File: config.mk
export PLATFORM = sky130hd
export DESIGN_NAME = ad_bus_target
export DESIGN_NICKNAME = d
export VERILOG_FILES = /design/src/rtl/ad_bus_pkg.sv /design/src/rtl/ad_bus_regfile.sv /design/src/rtl/ad_bus_target.sv
export SDC_FILE = /design/constraint.sdc
export NUM_CORES = 1
export LEC_CHECK = 0
export ABC_AREA = 1
export BUFFER_PORTS_ARGS = -buffer_cell sky130_fd_sc_hd__buf_2
export CAP_MARGIN = 20
export CORE_ASPECT_RATIO = 1.1
export CORE_MARGIN = 4
export CORE_UTILIZATION = 45
export DETAILED_ROUTE_END_ITERATION = 7
export GPL_TIMING_DRIVEN = 0
export PLACE_DENSITY = 0.72
export SYNTH_ARGS = -nofsm -noshare
export SYNTH_HDL_FRONTEND = slang
export SYNTH_SLANG_ARGS = --single-unit
export TNS_END_PERCENT = 50
File: constraint.sdc
create_clock -name Clk -period 2.82 [get_ports Clk]
set_clock_uncertainty 0.15 [all_clocks]
set_input_delay 0.564 -clock Clk [delete_from_list [all_inputs] [get_ports Clk]]
set_output_delay 0.564 -clock Clk [all_outputs]
set_load 0.02 [all_outputs]
File: src/rtl/ad_bus_pkg.sv
// rtl/ad_bus_pkg.sv - shared types and constants for the multiplexed A/D bus target
package ad_bus_pkg;

    localparam int DWIDTH      = 32;
    localparam int TURN_CYCLES = 1;
    // Word index sits just above the two byte-lane bits of the address
    localparam int IDX_LSB     = 2;
    localparam int ADDR_MSB    = DWIDTH - 1;

    typedef enum logic [2:0] {
        ST_IDLE,
        ST_WDATA,
        ST_TURN,
        ST_RDATA,
        ST_TURNBACK,
        ST_WAITEND
    } state_t;

endpackage

File: src/rtl/ad_bus_regfile.sv
// rtl/ad_bus_regfile.sv - local word store, one synchronous write port, one combinational read port
module ad_bus_regfile
    import ad_bus_pkg::*;
#(
    parameter int AWIDTH = 4
) (
    input  logic              Clk,
    input  logic              we,
    input  logic [AWIDTH-1:0] waddr,
    input  logic [DWIDTH-1:0] wdata,
    input  logic [AWIDTH-1:0] raddr,
    output logic [DWIDTH-1:0] rdata
);

    logic [DWIDTH-1:0] mem [2**AWIDTH];

    always_ff @(posedge Clk) begin
        if (we) begin
            mem[waddr] <= wdata;
        end
    end

    assign rdata = mem[raddr];

endmodule

File: src/rtl/ad_bus_target.sv
// rtl/ad_bus_target.sv - responder on the multiplexed A/D pad bus with turnaround and burst stop
module ad_bus_target
    import ad_bus_pkg::*;
#(
    parameter int                                  AWIDTH    = 4,
    parameter logic [DWIDTH-AWIDTH-IDX_LSB-1:0]    BASE      = 26'h0000040,
    parameter int                                  MAX_BURST = 8
) (
    input  logic              Clk,
    input  logic              Reset,
    input  logic              Frame,
    input  logic              Write,
    input  logic              Valid,
    input  logic [DWIDTH-1:0] ADIn,
    output logic [DWIDTH-1:0] ADOut,
    output logic              ADOE,
    output logic              Ready,
    output logic              Stop,
    output logic              Busy
);

    localparam int            BW         = $clog2(MAX_BURST + 1);
    localparam int            TW         = $clog2(TURN_CYCLES + 1);
    localparam logic [BW-1:0] BEAT_LIMIT = BW'(MAX_BURST);
    localparam logic [TW-1:0] TURN_LAST  = TW'(TURN_CYCLES - 1);

    state_t            state, state_n;
    logic [AWIDTH-1:0] idx, idx_n, raddr;
    logic [BW-1:0]     beats, beats_n;
    logic [TW-1:0]     turn_cnt, turn_cnt_n;
    logic              accept, we, load_out;
    logic              adoe_n, ready_n, stop_n, busy_n;
    logic [DWIDTH-1:0] rdata;

    ad_bus_regfile #(.AWIDTH(AWIDTH)) u_regfile (
        .Clk   (Clk),
        .we    (we),
        .waddr (idx),
        .wdata (ADIn),
        .raddr (raddr),
        .rdata (rdata)
    );

    always_comb begin
        state_n    = state;
        idx_n      = idx;
        beats_n    = beats;
        turn_cnt_n = '0;
        we         = 1'b0;
        load_out   = 1'b0;
        raddr      = idx;
        // Once the burst limit is reached further beats are refused
        accept     = Valid && (beats != BEAT_LIMIT);

        unique case (state)
            ST_IDLE: begin
                if (Frame) begin
                    idx_n   = ADIn[AWIDTH+IDX_LSB-1:IDX_LSB];
                    beats_n = '0;
                    if (ADIn[ADDR_MSB:AWIDTH+IDX_LSB] != BASE) begin
                        state_n = ST_WAITEND;
                    end else if (Write) begin
                        state_n = ST_WDATA;
                    end else begin
                        state_n = ST_TURN;
                    end
                end
            end
            ST_WDATA: begin
                if (accept) begin
                    we      = 1'b1;
                    idx_n   = idx + AWIDTH'(1);
                    beats_n = beats + BW'(1);
                end
                if (!Frame) begin
                    state_n = ST_IDLE;
                end
            end
            ST_TURN: begin
                load_out = 1'b1;
                if (turn_cnt == TURN_LAST) begin
                    state_n = ST_RDATA;
                end else begin
                    turn_cnt_n = turn_cnt + TW'(1);
                end
            end
            ST_RDATA: begin
                if (accept) begin
                    idx_n    = idx + AWIDTH'(1);
                    beats_n  = beats + BW'(1);
                    raddr    = idx_n;
                    load_out = 1'b1;
                end
                if (!Frame) begin
                    state_n = ST_TURNBACK;
                end
            end
            ST_TURNBACK: begin
                if (turn_cnt == TURN_LAST) begin
                    state_n = ST_IDLE;
                end else begin
                    turn_cnt_n = turn_cnt + TW'(1);
                end
            end
            ST_WAITEND: begin
                if (!Frame) begin
                    state_n = ST_IDLE;
                end
            end
            default: state_n = ST_IDLE;
        endcase

        // Pad controls are derived from the upcoming state so they toggle with it
        busy_n  = (state_n != ST_IDLE);
        adoe_n  = (state_n == ST_RDATA);
        stop_n  = ((state_n == ST_WDATA) || (state_n == ST_RDATA)) && (beats_n == BEAT_LIMIT);
        ready_n = ((state_n == ST_WDATA) || (state_n == ST_RDATA)) && (beats_n != BEAT_LIMIT);
    end

    always_ff @(posedge Clk or posedge Reset) begin
        if (Reset) begin
            state    <= ST_IDLE;
            idx      <= '0;
            beats    <= '0;
            turn_cnt <= '0;
            ADOut    <= '0;
            ADOE     <= 1'b0;
            Ready    <= 1'b0;
            Stop     <= 1'b0;
            Busy     <= 1'b0;
        end else begin
            state    <= state_n;
            idx      <= idx_n;
            beats    <= beats_n;
            turn_cnt <= turn_cnt_n;
            ADOE     <= adoe_n;
            Ready    <= ready_n;
            Stop     <= stop_n;
            Busy     <= busy_n;
            if (load_out) begin
                ADOut <= rdata;
            end
        end
    end

endmodule

==> impl_metrics.env, run 1 <==
export IMPL_status="finished, violations left"
export IMPL_violations="setup timing"
export IMPL_fin_tns_setup_ns=-1.22
export IMPL_syn_inst=2316
export IMPL_setup_violations=20
export IMPL_clockRootBuffer="clkbuf_16"
export IMPL_antenna_found_initial=0
export IMPL_internal_power_w=0.0166
export IMPL_p_leak_nw=11.9
export IMPL_numCtsBuffers=54
export IMPL_viasPerCell=5.54
export IMPL_worstSetupStartpointType="register"
export IMPL_synthFlopType="edfxtp_1"
export IMPL_clockBufferDepth=3
export IMPL_rsz0062_at_grt="yes"
export IMPL_first_pass_iters=6
export IMPL_tightest_slew_ns=0.864
export IMPL_synthAdderAreaFrac_pct=0.307
export IMPL_post_route_period_util_pct=103
export IMPL_seq_power_share_pct=36.9
export IMPL_grt_max_degree=27
export IMPL_cts_tree="yes"
export IMPL_p_comb_share_pct=34.5
export IMPL_cp_slowest_cell="a21oi_2"
export IMPL_htreeDepth=2
export IMPL_clockPowerShare_pct=28.6
export IMPL_synth_top_area_share_pct=62.9
export IMPL_drt_wl_total_um=69600
export IMPL_dp_hpwl_um=45500
export IMPL_timing_fmax_mhz=344
export IMPL_ant_nets=0
export IMPL_synthArstFlopShare_pct=8.41
export IMPL_synth_edf_count=512
export IMPL_grtUsageTotal_pct=23.4
export IMPL_hold_path_end="state[1]"
export IMPL_die_h_um=252
export IMPL_ys_warn_count=0
export IMPL_avgSynthCellArea_sq_um=10.6
export IMPL_cts_sinks=559
export IMPL_timing_rr_end="ADOut[5]"
export IMPL_synth_area_sq_mm=0.0245
export IMPL_fin_crit_ns=2.91
export IMPL_hold_viol=0
export IMPL_critPathCaptureType="register"
export IMPL_portBuffers=72
export IMPL_switchingPower_w=0.00954
export IMPL_synthToLayoutAreaGrowth_pct=16.8
export IMPL_drv_slew=0
export IMPL_seq_area_frac_synth_pct=67.7
export IMPL_hold_depth=4
export IMPL_synth_compound_area_share_pct=0.491
export IMPL_clock_latency_ns=0.61
export IMPL_cpPeakStageDelay_ns=0.63
export IMPL_route_detailed_drc=0
export IMPL_fp_dieW_um=230
export IMPL_io_pin_count=73
export IMPL_critPathArrivalTime_ns=3.24
export IMPL_yosys_register_bits=559
export IMPL_row_count=89
export IMPL_yosys_area_share_simple_pct=23.2
export IMPL_path_class="register to register"
export IMPL_overflow=0
export IMPL_dieArea_sq_mm=0.0581
export IMPL_via_count=18000
export IMPL_worstRegToRegCells=9
export IMPL_hold_class="primary input to register"
export IMPL_final_cell_area_sq_mm=0.0286
export IMPL_synth_nets=2359
export IMPL_critical_path_required_ns=3.15
export IMPL_synth_area_leaders="edfxtp_1 63%, nand3_1 12%, nand2_1 8.2%"
export IMPL_antenna_cells=0
export IMPL_setup_slack_ns=-0.0890
export IMPL_clkTransAtPathRegs_ns=0.07
export IMPL_vdd_drop_max_mv=0.472
export IMPL_synth_mux_area_share_pct=0
export IMPL_synth_top_area_cell="edfxtp_1"
export IMPL_wl_per_cell_um=21.4
export IMPL_dpl_cell_area_sq_mm=0.0263
export IMPL_min_from="Write"
export IMPL_fp_coreArea_sq_mm=0.0537
export IMPL_nets=2519
export IMPL_pwr_density_cell_mw_per_mm2=916
export IMPL_slew_headroom_pct=42.4
export IMPL_drtIter0Drc=2247
export IMPL_drive_gt1_share_pct=14.0
export IMPL_start_util_pct=45.6
export IMPL_place_gp_congestion=0.879
export IMPL_drv_cap=0
export IMPL_first_global_vias=17500
export IMPL_crit_chain="inv_1 > ha_1 > nand3_2 > nand2_4 > a21oi_2 > inv_1 > clkbuf_1 > nand2_1 > nand2_1"
export IMPL_p_sw_share_pct=36.4
export IMPL_synth_distinct_cells=29
export IMPL_synth_top_family_by_area="simple AND/OR/NAND/NOR gates"
export IMPL_r2r_start="beats[0]"
export IMPL_synth_xor_area_share_pct=0.0716
export IMPL_grt_pass1_wl_um=103000
export IMPL_path_max_fanout=10
export IMPL_reg2reg_slack_ns=-0.09
## state kept, by name, indices dropped and copies added, names as in the netlist
signal / count
Stop: 1
beats: 4
ADOut: 32
Busy: 1
Ready: 1
idx: 4
u_regfile.mem: 512
ADOE: 1
state: 3
## how the worst max path moves through the flow
stage | startpoint | to | slack, ns | cells past startpoint
global route | beats[0] | ADOut[24] | -0.16 | 9
detailed placement | beats[0] | ADOut[24] | -0.35 | 9
global placement | beats[0] | u_regfile.mem[1][30] | -1.77 | 7
floorplan | beats[0] | u_regfile.mem[0][0] | -0.20 | 7
finish | beats[0] | ADOut[5] | -0.09 | 9
CTS | beats[0] | ADOut[15] | 0.007 | 17
## cell usage after synthesis, types with 4 or more instances
| library cell | count |
|---|---|
| nor2_1 | 36 |
| o21ai_0 | 6 |
| inv_2 | 6 |
| buf_2 | 118 |
| nand3b_1 | 65 |
| ha_1 | 6 |
| dfrtp_1 | 47 |
| nand4_1 | 7 |
| nand3_1 | 580 |
| inv_1 | 348 |
| a21oi_1 | 5 |
| nand2_1 | 535 |
| buf_1 | 6 |
| buf_4 | 4 |
| clkbuf_1 | 10 |
| edfxtp_1 | 512 |
| nor4_1 | 4 |
## cell families after synthesis
logic type / Yosys count
fa+ha+maj: 6
simple gates: 1236
xor+xnor: 2
buf+inv: 492
compound gates: 21
flops: 559
## cells in the final DEF, fill, tap and decap left out, types with 3 or more instances in the layout
cell	count
nand2_1	534
nor4_1	4
nand3_1	580
clkbuf_8	9
clkbuf_4	48
bufinv_16	6
dfrtp_1	46
o21ai_0	6
buf_4	22
ha_1	6
a21oi_1	4
nor2_4	16
inv_2	9
nor2_1	20
nand4_1	7
buf_12	18
inv_1	345
edfxtp_1	512
clkbuf_16	55
buf_2	128
buf_6	5
clkinv_2	8
o22ai_1	3
clkbuf_1	23
clkbuf_2	3
nand3b_1	65
buf_16	10
## critical path: cells and delay by family, from the launching register on
| family | cells | cell delay, ns |
|---|---|---|
| fa+ha+maj | 1 | 0.21 |
| simple gates | 4 | 0.44 |
| flops | 1 | 0.39 |
| buf+inv | 3 | 0.93 |
| compound gates | 1 | 0.63 |
## through the flow
| step | std cells | total power (W) | hold WS (ns) | util, % | worst slack [ns] |
|---|---|---|---|---|---|
| finish | 3249 | 0.0262 | 0.0929 | 53.2 | -0.0890 |
| floorplan | 2316 | 0.0153 | 0.380 | - | -0.196 |
| CTS | 3242 | 0.0258 | 0.0571 | 52.7 | 0.00655 |
| global route | 3249 | 0.0274 | 0.0786 | 53.2 | -0.162 |
| detailed placement | 3133 | 0.0183 | 0.310 | 48.9 | -0.348 |
| global placement | 3116 | 0.0180 | 0.309 | 47.9 | -1.77 |
## routing by layer
metal  up-vias  GRT usage [%]  share of wire [%]
li1       8085              -                  -
met1      8547           30.1                 37
met2      1111           38.5                 48
met3       242           4.04                 10
met4         0           11.7                5.3
met5         -              0                  0
## final cells by class
class,instances,area (sq um)
multi-input cells,1265,6040
flip-flops and latches,559,16600
clock inverters,21,269
fillers,4509,25100
inverters,354,1330
repair buffers,104,1030
plain buffers,138,881
clock buffers,80,1560
well taps,728,911
## power by group through the flow
stage                     logic [W]  registers [W]  clock network (W)
after floorplan             0.00530        0.00997                  0
after global placement      0.00816        0.00982                  0
after detailed placement    0.00852        0.00982                  0
after CTS                   0.00865        0.00964            0.00754
after global routing        0.00979        0.00968            0.00789
final                       0.00904        0.00965            0.00749
## what timing repair did
action,CTS,global route
hold endpoints to repair,18,0
hold buffers,1,0
setup endpoints to repair,188,246
buffers inserted,7,7
pin swaps,5,7
resized for setup,23,77
(Power assumes the default switching activity.)
==> run 2: changes to the inputs <==
- PLACE_DENSITY: 0.72 -> not set
==> impl_metrics.env, run 2 (same netlist as run 1, synthesis figures left out) <==
export IMPL_cts_tree="yes"
export IMPL_rsz0062_at_grt="yes"
export IMPL_hold_class="primary input to register"
export IMPL_dp_slack_ns=-0.285
export IMPL_dp_cells=3133
export IMPL_fp_coreArea_sq_mm=0.0537
export IMPL_internal_power_w=0.0162
export IMPL_gr_usage_met2_pct=38.9
export IMPL_tightest_slew_ns=0.910
export IMPL_drv_cap=0
export IMPL_antenna_found_initial=1
export IMPL_dieArea_sq_mm=0.0581
export IMPL_nets=2523
export IMPL_clkTransAtPathRegs_ns=0.06
export IMPL_drt_wl_total_um=72700
export IMPL_worstSetupStartpointType="register"
export IMPL_status="finished clean"
export IMPL_grtUsageTotal_pct=24.6
export IMPL_drtIter0Drc=1889
export IMPL_grt_max_degree=32
export IMPL_layout_common_cells="580 x nand3_1, 535 x nand2_1, 512 x edfxtp_1"
export IMPL_cp_slowest_cell="nor2_4"
export IMPL_dp_hpwl_um=47300
export IMPL_path_delay_family="simple AND/OR/NAND/NOR gates"
export IMPL_post_route_period_util_pct=97.9
export IMPL_p_leak_nw=11.9
export IMPL_critPathCaptureType="register"
export IMPL_use_met1_pct=32.7
export IMPL_fin_tns_setup_ns=0
export IMPL_grt_pass1_wl_um=106000
export IMPL_switchingPower_w=0.00967
export IMPL_start_util_pct=45.6
export IMPL_first_pass_iters=6
export IMPL_first_global_vias=16800
export IMPL_final_cell_area_sq_mm=0.0284
export IMPL_route_detailed_drc=0
export IMPL_final_common_cell="nand3_1"
export IMPL_cts_sinks=559
export IMPL_hold_ws_ns=0.0509
export IMPL_largest_register="u_regfile.mem"
export IMPL_crit_chain="inv_2 > ha_2 > nand3_2 > nand2_4 > inv_4 > nand4_1 > nor2_4"
export IMPL_slew_headroom_pct=39.3
export IMPL_critical_path_required_ns=2.92
export IMPL_p_sw_share_pct=37.3
export IMPL_setup_slack_ns=0.0597
export IMPL_met3_usage_pct=5.62
export IMPL_fin_cells=3253
export IMPL_fp_dieW_um=230
export IMPL_fin_crit_ns=2.76
export IMPL_reg_largest_list="u_regfile.mem: 512 flops, ADOut: 32 flops"
export IMPL_via_count=17600
export IMPL_grt_busiest_layer="met2"
export IMPL_setup_violations=0
export IMPL_io_pin_count=73
export IMPL_cpPeakStageDelay_ns=0.75
export IMPL_row_count=89
export IMPL_drv_slew=0
export IMPL_synthToLayoutAreaGrowth_pct=16.2
export IMPL_vdd_drop_max_mv=0.567
export IMPL_clockRootBuffer="clkbuf_16"
export IMPL_timing_fmax_mhz=362
export IMPL_p_comb_share_pct=35.6
export IMPL_critPathArrivalTime_ns=2.86
export IMPL_antenna_cells=0
export IMPL_die_h_um=252
export IMPL_clockPowerShare_pct=27.2
export IMPL_place_gp_congestion=0.851
export IMPL_drive_gt1_share_pct=13.9
export IMPL_viasPerCell=5.40
export IMPL_r2r_start="beats[0]"
export IMPL_pwr_density_cell_mw_per_mm2=912
export IMPL_wl_per_cell_um=22.4
export IMPL_hold_viol=0
export IMPL_overflow=0
export IMPL_clockBufferDepth=3
export IMPL_numCtsBuffers=56
export IMPL_largest_reg_flops=512
export IMPL_fill_cells=4705
export IMPL_ant_nets=0
export IMPL_crit_buf_inv=2
export IMPL_min_from="Write"
export IMPL_dpl_cell_area_sq_mm=0.0262
export IMPL_seq_power_share_pct=37.3
export IMPL_portBuffers=72
export IMPL_path_max_fanout=10
export IMPL_reg2reg_slack_ns=0.06
export IMPL_clock_latency_ns=0.61
export IMPL_path_class="register to register"
export IMPL_worstSetupStartpoint="beats[0]"
export IMPL_htreeDepth=2
run 2: cell count changes in the layout (fill, tap and decap cells not counted), moves of 2 or more:
cell       previous run  this run
buf_4                22        28
clkinv_1              2         8
bufinv_16             6         1
clkbuf_1             23        27
buf_16               10         7
buf_2               128       125
clkbuf_8              9         6
buf_6                 5         7
clkbuf_16            55        57
inv_6                 2         0
run 2: power groups by stage:
stage          registers (W)  clock network (W)  logic, W
2_1_floorplan        0.00997                  0   0.00530
3_3_place_gp         0.00983                  0   0.00848
3_5_place_dp         0.00982                  0   0.00874
4_1_cts              0.00965            0.00712   0.00887
5_1_grt              0.00969            0.00747   0.00996
6_report             0.00965            0.00704   0.00922
run 2: timing repair:
action                                  in CTS  in global routing
pin swaps                                    7                  5
setup buffers                                8                  7
hold buffers                                 1                  0
gates resized for setup                     25                 93
endpoints found under the setup margin     210                207
cloned                                       1                  0
endpoints found under the hold margin       16                  0
run 2: cell type report:
type	instances	area, sq um	area share (%)
Timing Repair Buffer	105	963	3.39
Multi-Input combinational cell	1266	6050	21.3
Tap cell	728	911	3.21
Inverter	354	1330	4.69
Clock buffer	84	1590	5.59
Clock inverter	19	113	0.396
Sequential cell	559	16600	58.3
Buffer	138	897	3.16
run 2: worst register-to-register path: stages, from the launching register on:
cell and delay, ns:
dfrtp_1 0.40, inv_2 0.06, ha_2 0.18, nand3_2 0.09
nand2_4 0.10, inv_4 0.09, nand4_1 0.56, nor2_4 0.75
run 2: final timing paths:
check                                      endpoint  depth (start not counted)
max in group asynchronous                 ADOut[24]                          4
worst min register to register            ADOut[31]                          2
worst max-delay path            u_regfile.mem[2][9]                          7
worst min-delay path                       state[1]                          4
min in group asynchronous                 ADOut[12]                          3
worst max register to register  u_regfile.mem[2][9]                          7
run 2: per-layer routing:
layer	vias to the layer above	wire [um]
met5	-	13
met4	2	3380
met3	189	5990
met2	798	33600
met1	8479	29800
li1	8095	-
run 2: metrics by stage:
step	total power (W)	util, %
after floorplan	0.0153	-
after global placement	0.0183	47.9
after detailed placement	0.0186	48.9
after CTS	0.0256	52.4
after global routing	0.0271	52.9
final	0.0259	52.9
